--- src/rtl/rstring_ctrl.sv ---
// Trip-point sequencer for the 8-tap resistor-string mux: code handshake, enable, blanking.
// Optional macro RSTRING_SWEEP_EN adds a `sweep` input that steps through every tap.
module rstring_ctrl #(
    parameter int unsigned SETTLE_CYCLES = 16,
    parameter int unsigned CNT_W         = 5
) (
    input  logic       clk,
    input  logic       rst,
`ifdef RSTRING_SWEEP_EN
    input  logic       sweep,
`endif
    input  logic       en,
    input  logic       upd_valid,
    output logic       upd_ready,
    input  logic [2:0] otrip_in,
    output logic       ena,
    output logic [7:0] otrip_decoded,
    output logic       blank,
    output logic       ready
);

    localparam logic [1:0] StOff    = 2'd0;
    localparam logic [1:0] StSettle = 2'd1;
    localparam logic [1:0] StActive = 2'd2;

    localparam logic [CNT_W-1:0] CntLoad = CNT_W'(SETTLE_CYCLES - 1);

    logic [1:0]       state_q, state_d;
    logic [2:0]       code_q, code_d;
    logic [CNT_W-1:0] cnt_q, cnt_d;
    logic             ena_q, ena_d;
    logic [7:0]       dec_q, dec_d;
    logic             blank_q, blank_d;
    logic             ready_q, ready_d;
    logic             sweep_on;
    logic             xfer;

`ifdef RSTRING_SWEEP_EN
    assign sweep_on = sweep;
`else
    assign sweep_on = 1'b0;
`endif

    function automatic logic [7:0] onehot(input logic [2:0] idx);
        onehot = 8'h01 << idx;
    endfunction

    assign upd_ready = (state_q != StSettle) && !sweep_on;
    assign xfer      = upd_valid && upd_ready;

    always_comb begin
        state_d = state_q;
        code_d  = code_q;
        cnt_d   = cnt_q;
        ena_d   = ena_q;
        dec_d   = dec_q;
        blank_d = blank_q;
        ready_d = ready_q;

        case (state_q)
            StOff: begin
                if (xfer) begin
                    code_d = otrip_in;
                end
                if (en) begin
                    // A code offered on the same edge as enable wins over the stored one.
                    state_d = StSettle;
                    ena_d   = 1'b1;
                    dec_d   = onehot(xfer ? otrip_in : code_q);
                    cnt_d   = CntLoad;
                    blank_d = 1'b1;
                    ready_d = 1'b0;
                end
            end
            StSettle: begin
                if (!en) begin
                    state_d = StOff;
                    ena_d   = 1'b0;
                    dec_d   = 8'h00;
                    blank_d = 1'b1;
                    ready_d = 1'b0;
                    cnt_d   = '0;
                end else if (cnt_q == '0) begin
                    state_d = StActive;
                    blank_d = 1'b0;
                    ready_d = 1'b1;
                end else begin
                    cnt_d = cnt_q - CNT_W'(1);
                end
            end
            StActive: begin
                if (!en) begin
                    if (xfer) begin
                        code_d = otrip_in;
                    end
                    state_d = StOff;
                    ena_d   = 1'b0;
                    dec_d   = 8'h00;
                    blank_d = 1'b1;
                    ready_d = 1'b0;
                    cnt_d   = '0;
                end else if (sweep_on) begin
                    code_d  = code_q + 3'd1;
                    dec_d   = onehot(code_q + 3'd1);
                    state_d = StSettle;
                    cnt_d   = CntLoad;
                    blank_d = 1'b1;
                    ready_d = 1'b0;
                end else if (xfer && (otrip_in != code_q)) begin
                    // One-hot to one-hot in a single edge; never passes through all-zero.
                    code_d  = otrip_in;
                    dec_d   = onehot(otrip_in);
                    state_d = StSettle;
                    cnt_d   = CntLoad;
                    blank_d = 1'b1;
                    ready_d = 1'b0;
                end
            end
            default: begin
                state_d = StOff;
                ena_d   = 1'b0;
                dec_d   = 8'h00;
                blank_d = 1'b1;
                ready_d = 1'b0;
                cnt_d   = '0;
            end
        endcase
    end

    always_ff @(posedge clk) begin
        if (rst) begin
            state_q <= StOff;
            code_q  <= 3'd0;
            cnt_q   <= '0;
            ena_q   <= 1'b0;
            dec_q   <= 8'h00;
            blank_q <= 1'b1;
            ready_q <= 1'b0;
        end else begin
            state_q <= state_d;
            code_q  <= code_d;
            cnt_q   <= cnt_d;
            ena_q   <= ena_d;
            dec_q   <= dec_d;
            blank_q <= blank_d;
            ready_q <= ready_d;
        end
    end

    assign ena           = ena_q;
    assign otrip_decoded = dec_q;
    assign blank         = blank_q;
    assign ready         = ready_q;

endmodule

--- config.mk ---
export PLATFORM = sky130hd
export DESIGN_NAME = rstring_ctrl
export DESIGN_NICKNAME = d
export VERILOG_FILES = /design/src/rtl/rstring_ctrl.sv
export SDC_FILE = /design/constraint.sdc
export NUM_CORES = 1
export LEC_CHECK = 0
export BUFFER_PORTS_ARGS = -buffer_cell sky130_fd_sc_hd__buf_2
export CORE_AREA = 2 2 56 58
export CTS_CLUSTER_DIAMETER = 80
export DETAILED_ROUTE_END_ITERATION = 16
export DIE_AREA = 0 0 58 60
export PLACE_DENSITY = 0.73
export SLEW_MARGIN = 20
export SYNTH_ARGS = -nofsm -noshare
export SYNTH_HDL_FRONTEND = slang
export SYNTH_SLANG_ARGS = --single-unit
export TNS_END_PERCENT = 50
--- constraint.sdc ---
create_clock -name clk -period 1.5 [get_ports clk]
set_input_delay 0.225 -clock clk [delete_from_list [all_inputs] [get_ports clk]]
set_output_delay 0.225 -clock clk [all_outputs]
set_load 0.02 [all_outputs]
== Word-level counts from Yosys, hierarchy flattened ==
Cells that the tools add are included.
Word-level totals
  bits in registers: 21
  word-level logic and storage cells: 66
  output and inout bits: 12
  input bits: 7
Operators by class
  mux-type cells: 35
  reduce and logical (&&, ||, !) cells: 11
  shift-type cells: 2
  equal/unequal tests: 10
  add/sub/neg operators: 1
Operators with widths (number)
  $mux 8: 4
  $mux 5: 5
  $pmux 8 s3: 1
  $shl 1x3->8 const A: 2
  $pmux 5 s3: 1
  $mux 1: 11
  $mux 2: 5
  $mux 3: 3
  $ne 3x3->1 const B: 3
  $reduce_and 3->1: 3
  $ne 2x2->1 const B: 3
  $pmux 1 s3: 2
  $pmux 2 s3: 1
  $pmux 3 s2: 1
  $logic_not 5->1: 1
  $sub 5x1->5 const B: 1
  $reduce_and 2->1: 2
  $ne 3x3->1: 1
  $eq 2x1->1 const B: 1
  $eq 2x2->1 const B: 1
  $logic_and 1x1->1: 2
  $logic_not 2->1: 1
  $ne 2x1->1 const B: 1
  $pmux 1 s2: 1
  other kinds (2): 2

== Longest topological paths before layout ==
  word-level depth: 6
  depth in mapped cells: 7
  depth with buffers taken out: 6

== Worst setup path before layout ==
OpenSTA, ideal clock, no wires.
  path type: flip-flop to flip-flop
  from: register state_q[0]
  to: register ready_q (netlist: ready)
  path buffers: 0
  period minus slack after synthesis: 1.649 ns
  library setup time: 0.116 ns
  data arrival time: 1.533 ns
  setup slack: -0.149 ns
  stages on the path, launching flop included: 7
  required time: 1.384 ns
  cells stage by stage: dfxtp_1 inv_1 ha_1 and2_1 a21oi_1 nand3_1 a31o_1
On the way
  cells in the longest elaborated chain, start to end: 5
  elaborated cells between the ends (all ways): 11
  classes of those cells: eq/ne (6); mux (1); reduce/logical (4)
RTL lines
  start, declared: RTL line 28  | logic [1:0] state_q, state_d;
  start signal, assigned: RTL line 132  | state_q <= StOff;
  start signal, assigned: RTL line 140  | state_q <= state_d;
  $ne 2x1->1: RTL line 48  | assign upd_ready = (state_q != StSettle) && !sweep_on;
  $logic_and 1x1->1: RTL line 49  | assign xfer = upd_valid && upd_ready;
  $logic_and 1x1->1: RTL line 109  | end else if (xfer && (otrip_in != code_q)) begin
  $ne 3x3->1 (no source line)
  $reduce_and 3->1 (no source line)
  end signal, assigned: RTL line 146  | ready_q <= ready_d;
  end, declared: RTL line 34  | logic ready_q, ready_d;
Parallel ways exist; a longest one is shown, timed or not.
A chain may end at the register's enable or synchronous reset.

== Worst setup path after layout ==
  from: register state_q[1]
  to: register cnt_q[3]
On the way
  cells in the longest elaborated chain, start to end: 5
  elaborated cells between the ends (all ways): 11
  classes of those cells: eq/ne (6); mux (1); reduce/logical (4)
RTL lines
  $ne 2x1->1: RTL line 48
  $logic_and 1x1->1: RTL line 49
  $logic_and 1x1->1: RTL line 109
  $ne 3x3->1 (no source line)
  $reduce_and 3->1 (no source line)
  end signal, assigned: RTL line 142  | cnt_q <= cnt_d;
  end, declared: RTL line 30  | logic [CNT_W-1:0] cnt_q, cnt_d;
Parallel ways exist; a longest one is shown, timed or not.

==> out/results.txt <==
Minimum clock period -> 1.66 ns
Detailed Routing Iterations Pass 1 -> 4
Area Growth Syn to Fin -> 51.8%
Slew @ Worst Pin -> 0.354 ns
Clk Tree Root Cell -> clkbuf_4
Final Skew -> 0.00782 ns
Top FF cell, synth -> dfxtp_1
Hold crit path type -> in2reg
Initial Util -> 48.5%
Fraction of registers with async set/reset -> 0%
Netlist cell types -> 53
Max IR drop VDD -> 1.13 mV
FF-to-FF End -> cnt_q[3]
Area contributors post-synth -> dfxtp_1, a21oi_1, ha_1, o21ai_0, a2111oi_0
Final net count -> 225
Flop-to-flop setup slack -> -0.16 ns
Reg2Reg Depth -> 6
Chip Height -> 60 um
P_leak -> 0.000844 uW
Top cells by count, synth -> dfxtp_1, a21oi_1, inv_1, nor2_1, o21ai_0
Post-synthesis sequential area ratio -> 29.9%
Via density -> 6.23
Final Hold Vio Count -> 0
Syn_area_per_cell -> 8.69 sq um
Pre-CTS setup slack -> -0.166 ns
Inst Count DP -> 237
Max Root-Sink Buffers -> 2
Die ar. -> 3480 sq um
Critical path capture point type -> flip-flop
CTS tree -> done
Buffer and inverter count on the worst path -> 1
Iteration-0 DRC Markers -> 64
Pin count of the biggest net entering global routing -> 13
Worst Path Arrival -> 1.87 ns
Multi-input logic area -> 1160 sq um
Crit-path max FO -> 6
Post-DRT Antenna Nets -> 0
Post-synth EDFFs -> 0
I/O Pins -> 19
Launching point of the worst reg2reg path -> state_q[1]
Crit-path slowest cell -> dfxtp_4
Slew headroom -> 76.2%
Clk sink count -> 21
Status -> complete, but fails checks
Die Width -> 58 um
PnR worst setup slack -> -0.157 ns
CORE AREA -> 2900 sq um
CP startpoint kind -> flip-flop
Cts bufs inserted -> 3
Number of buffers inserted by hold repair at cts -> 0
Area leader, netlist -> dfxtp_1
Tcrit/Tclk final -> 110%
# fillers -> 207
Initial antenna violation count -> 0
HP Start -> rst
Vias in the first global route -> 1492
Cells after Synth -> 162
Hpwl dp -> 2.91 mm
Fin area -> 2140 sq um
Area occupied by registers -> 429 sq um
Final Max Tran Viols -> 0
Routability cong. -> 0.900
Layout cells sized above 1 -> 52.4%
Power per cell area -> 1670 nW/um^2
Clk slew on worst S/H paths -> 0.13 ns
Vias post-DR -> 1526
Crit path largest cell delay -> 0.41 ns
Critical Setup Path Class -> reg2reg
Global-route wire length before repair -> 6.52 mm
Ant diodes -> 0
Final Util -> 73.6%
Rows -> 20
Max H-tree Level -> 1
RSZ-0062 raised after global routing -> yes
Net Count, Synth -> 174
GRT Util Overall -> 24.6%
Setup-violating endpoint count in the final report -> 17
Most frequent cell after synthesis -> dfxtp_1
Non-filler cells, final -> 245
Failing checks -> setup timing
Flop and latch count out of synthesis -> 21
Hold depth -> 2
GRT overflow -> 0
Port bufs -> 18
Post-DP Area -> 1810 sq um
Delay-heaviest family, CP -> compound AO/OA/AOI/OAI gates
Mapped Area -> 1410 sq um
YS warnings -> 0
WL per Instance -> 17.6 um
Hold_ws -> 0.222 ns
Yosys top cell area share -> 29.9%
Skew-Pair Late Insertion Delay -> 0.32 ns
Critical path, cell by cell -> inv_4 > ha_4 > and2_4 > a221o_1 > o31ai_1 > a21oi_1
Hold Path End -> code_q[2]
DRC violations left -> 0
# Max-Cap Violations -> 0
FMAX -> 604 MHz
Total Wirelength -> 4.31 mm
Worst EP required -> 1.71 ns
-- sequential cells by signal (all words and copies together), names as in the netlist --
register and flops:
ena 1, ready 1, cnt_q 5, blank 1
code_q 3, otrip_decoded 8, state_q 2
-- per-layer routing --
layer | up-vias | global-route usage (%) | share of wire [%]
met1 | 727 | 26.1 | 40
met5 | - | 0 | 0
met2 | 57 | 46.9 | 53
met4 | 0 | 13.0 | 3.1
li1 | 725 | - | -
met3 | 17 | 3.25 | 3.5
-- cell usage in the layout, fill, tap and decap left out, types with 3 or more instances in the layout --
cell and count:
buf_4 31, dfxtp_1 18, buf_2 17, a21oi_1 13
inv_1 7, nor2_1 7, a21oi_2 6, nand2_1 5
nand3_1 5, o21ai_0 5, buf_6 5, nor3_1 4
a2111oi_4 4, o211ai_1 4, o21ai_2 3, nand3b_1 3
nor2b_1 3, ha_4 3, clkbuf_4 3
-- cells by family (layout without fill, tap and decap cells) --
group | after synthesis | after routing | synth area share (%)
AO/OA/AOI/OAI | 58 | 58 | 30.0
AND/OR/NAND/NOR | 55 | 55 | 26.0
flip-flops | 21 | 21 | 29.9
buffers and inverters | 19 | 69 | 7.20
adder cells (fa/ha/maj) | 5 | 5 | 4.44
XOR/XNOR | 3 | 3 | 1.87
multiplexers | 1 | 1 | 0.711
-- worst register-to-register path: stages, from the launching register on --
cell	delay [ns]
dfxtp_4	0.41
inv_4	0.06
ha_4	0.17
and2_4	0.16
a221o_1	0.40
o31ai_1	0.24
a21oi_1	0.10
-- metrics by stage --
| step | total power [uW] | setup TNS [ns] |
|---|---|---|
| 2_1_floorplan | 2080 | 0 |
| 3_3_place_gp | 2700 | -0.860 |
| 3_5_place_dp | 2770 | -1.79 |
| 4_1_cts | 3230 | -0.892 |
| 5_1_grt | 3770 | -2.11 |
| 6_report | 3560 | -1.11 |
-- layout make-up --
class | count | area share [%]
Clock buffer | 3 | 1.05
Clock inverter | 1 | 0.234
Inverter | 9 | 1.93
Multi-Input combinational cell | 122 | 54.2
Sequential cell | 21 | 20.1
Tap cell | 33 | 1.93
Timing Repair Buffer | 56 | 20.6
-- timing repair --
item	4_1_cts	5_1_grt
setup endpoints to repair	17	18
gates resized for setup	23	31
cloned	0	1
buffers inserted	1	3
pin swaps	4	16
-- report_power, final --
| part | switching (uW) | internal [uW] |
|---|---|---|
| clock network | 197 | 100 |
| registers | 140 | 726 |
| logic | 1230 | 1170 |
| total | 1570 | 2000 |
-- worst max path at each step --
| stage | to | cells past startpoint | start | slack [ns] |
|---|---|---|---|---|
| 3_3_place_gp | otrip_decoded[1] | 6 | state_q[1] | -0.10 |
| 4_1_cts | cnt_q[3] | 6 | state_q[0] | -0.13 |
| 2_1_floorplan | cnt_q[4] | 5 | state_q[1] | 0.004 |
| 5_1_grt | cnt_q[2] | 7 | state_q[1] | -0.20 |
| 3_5_place_dp | otrip_decoded[0] | 6 | state_q[1] | -0.17 |
| 6_report | cnt_q[3] | 6 | state_q[1] | -0.16 |
Power figures use the tool's default switching activity.
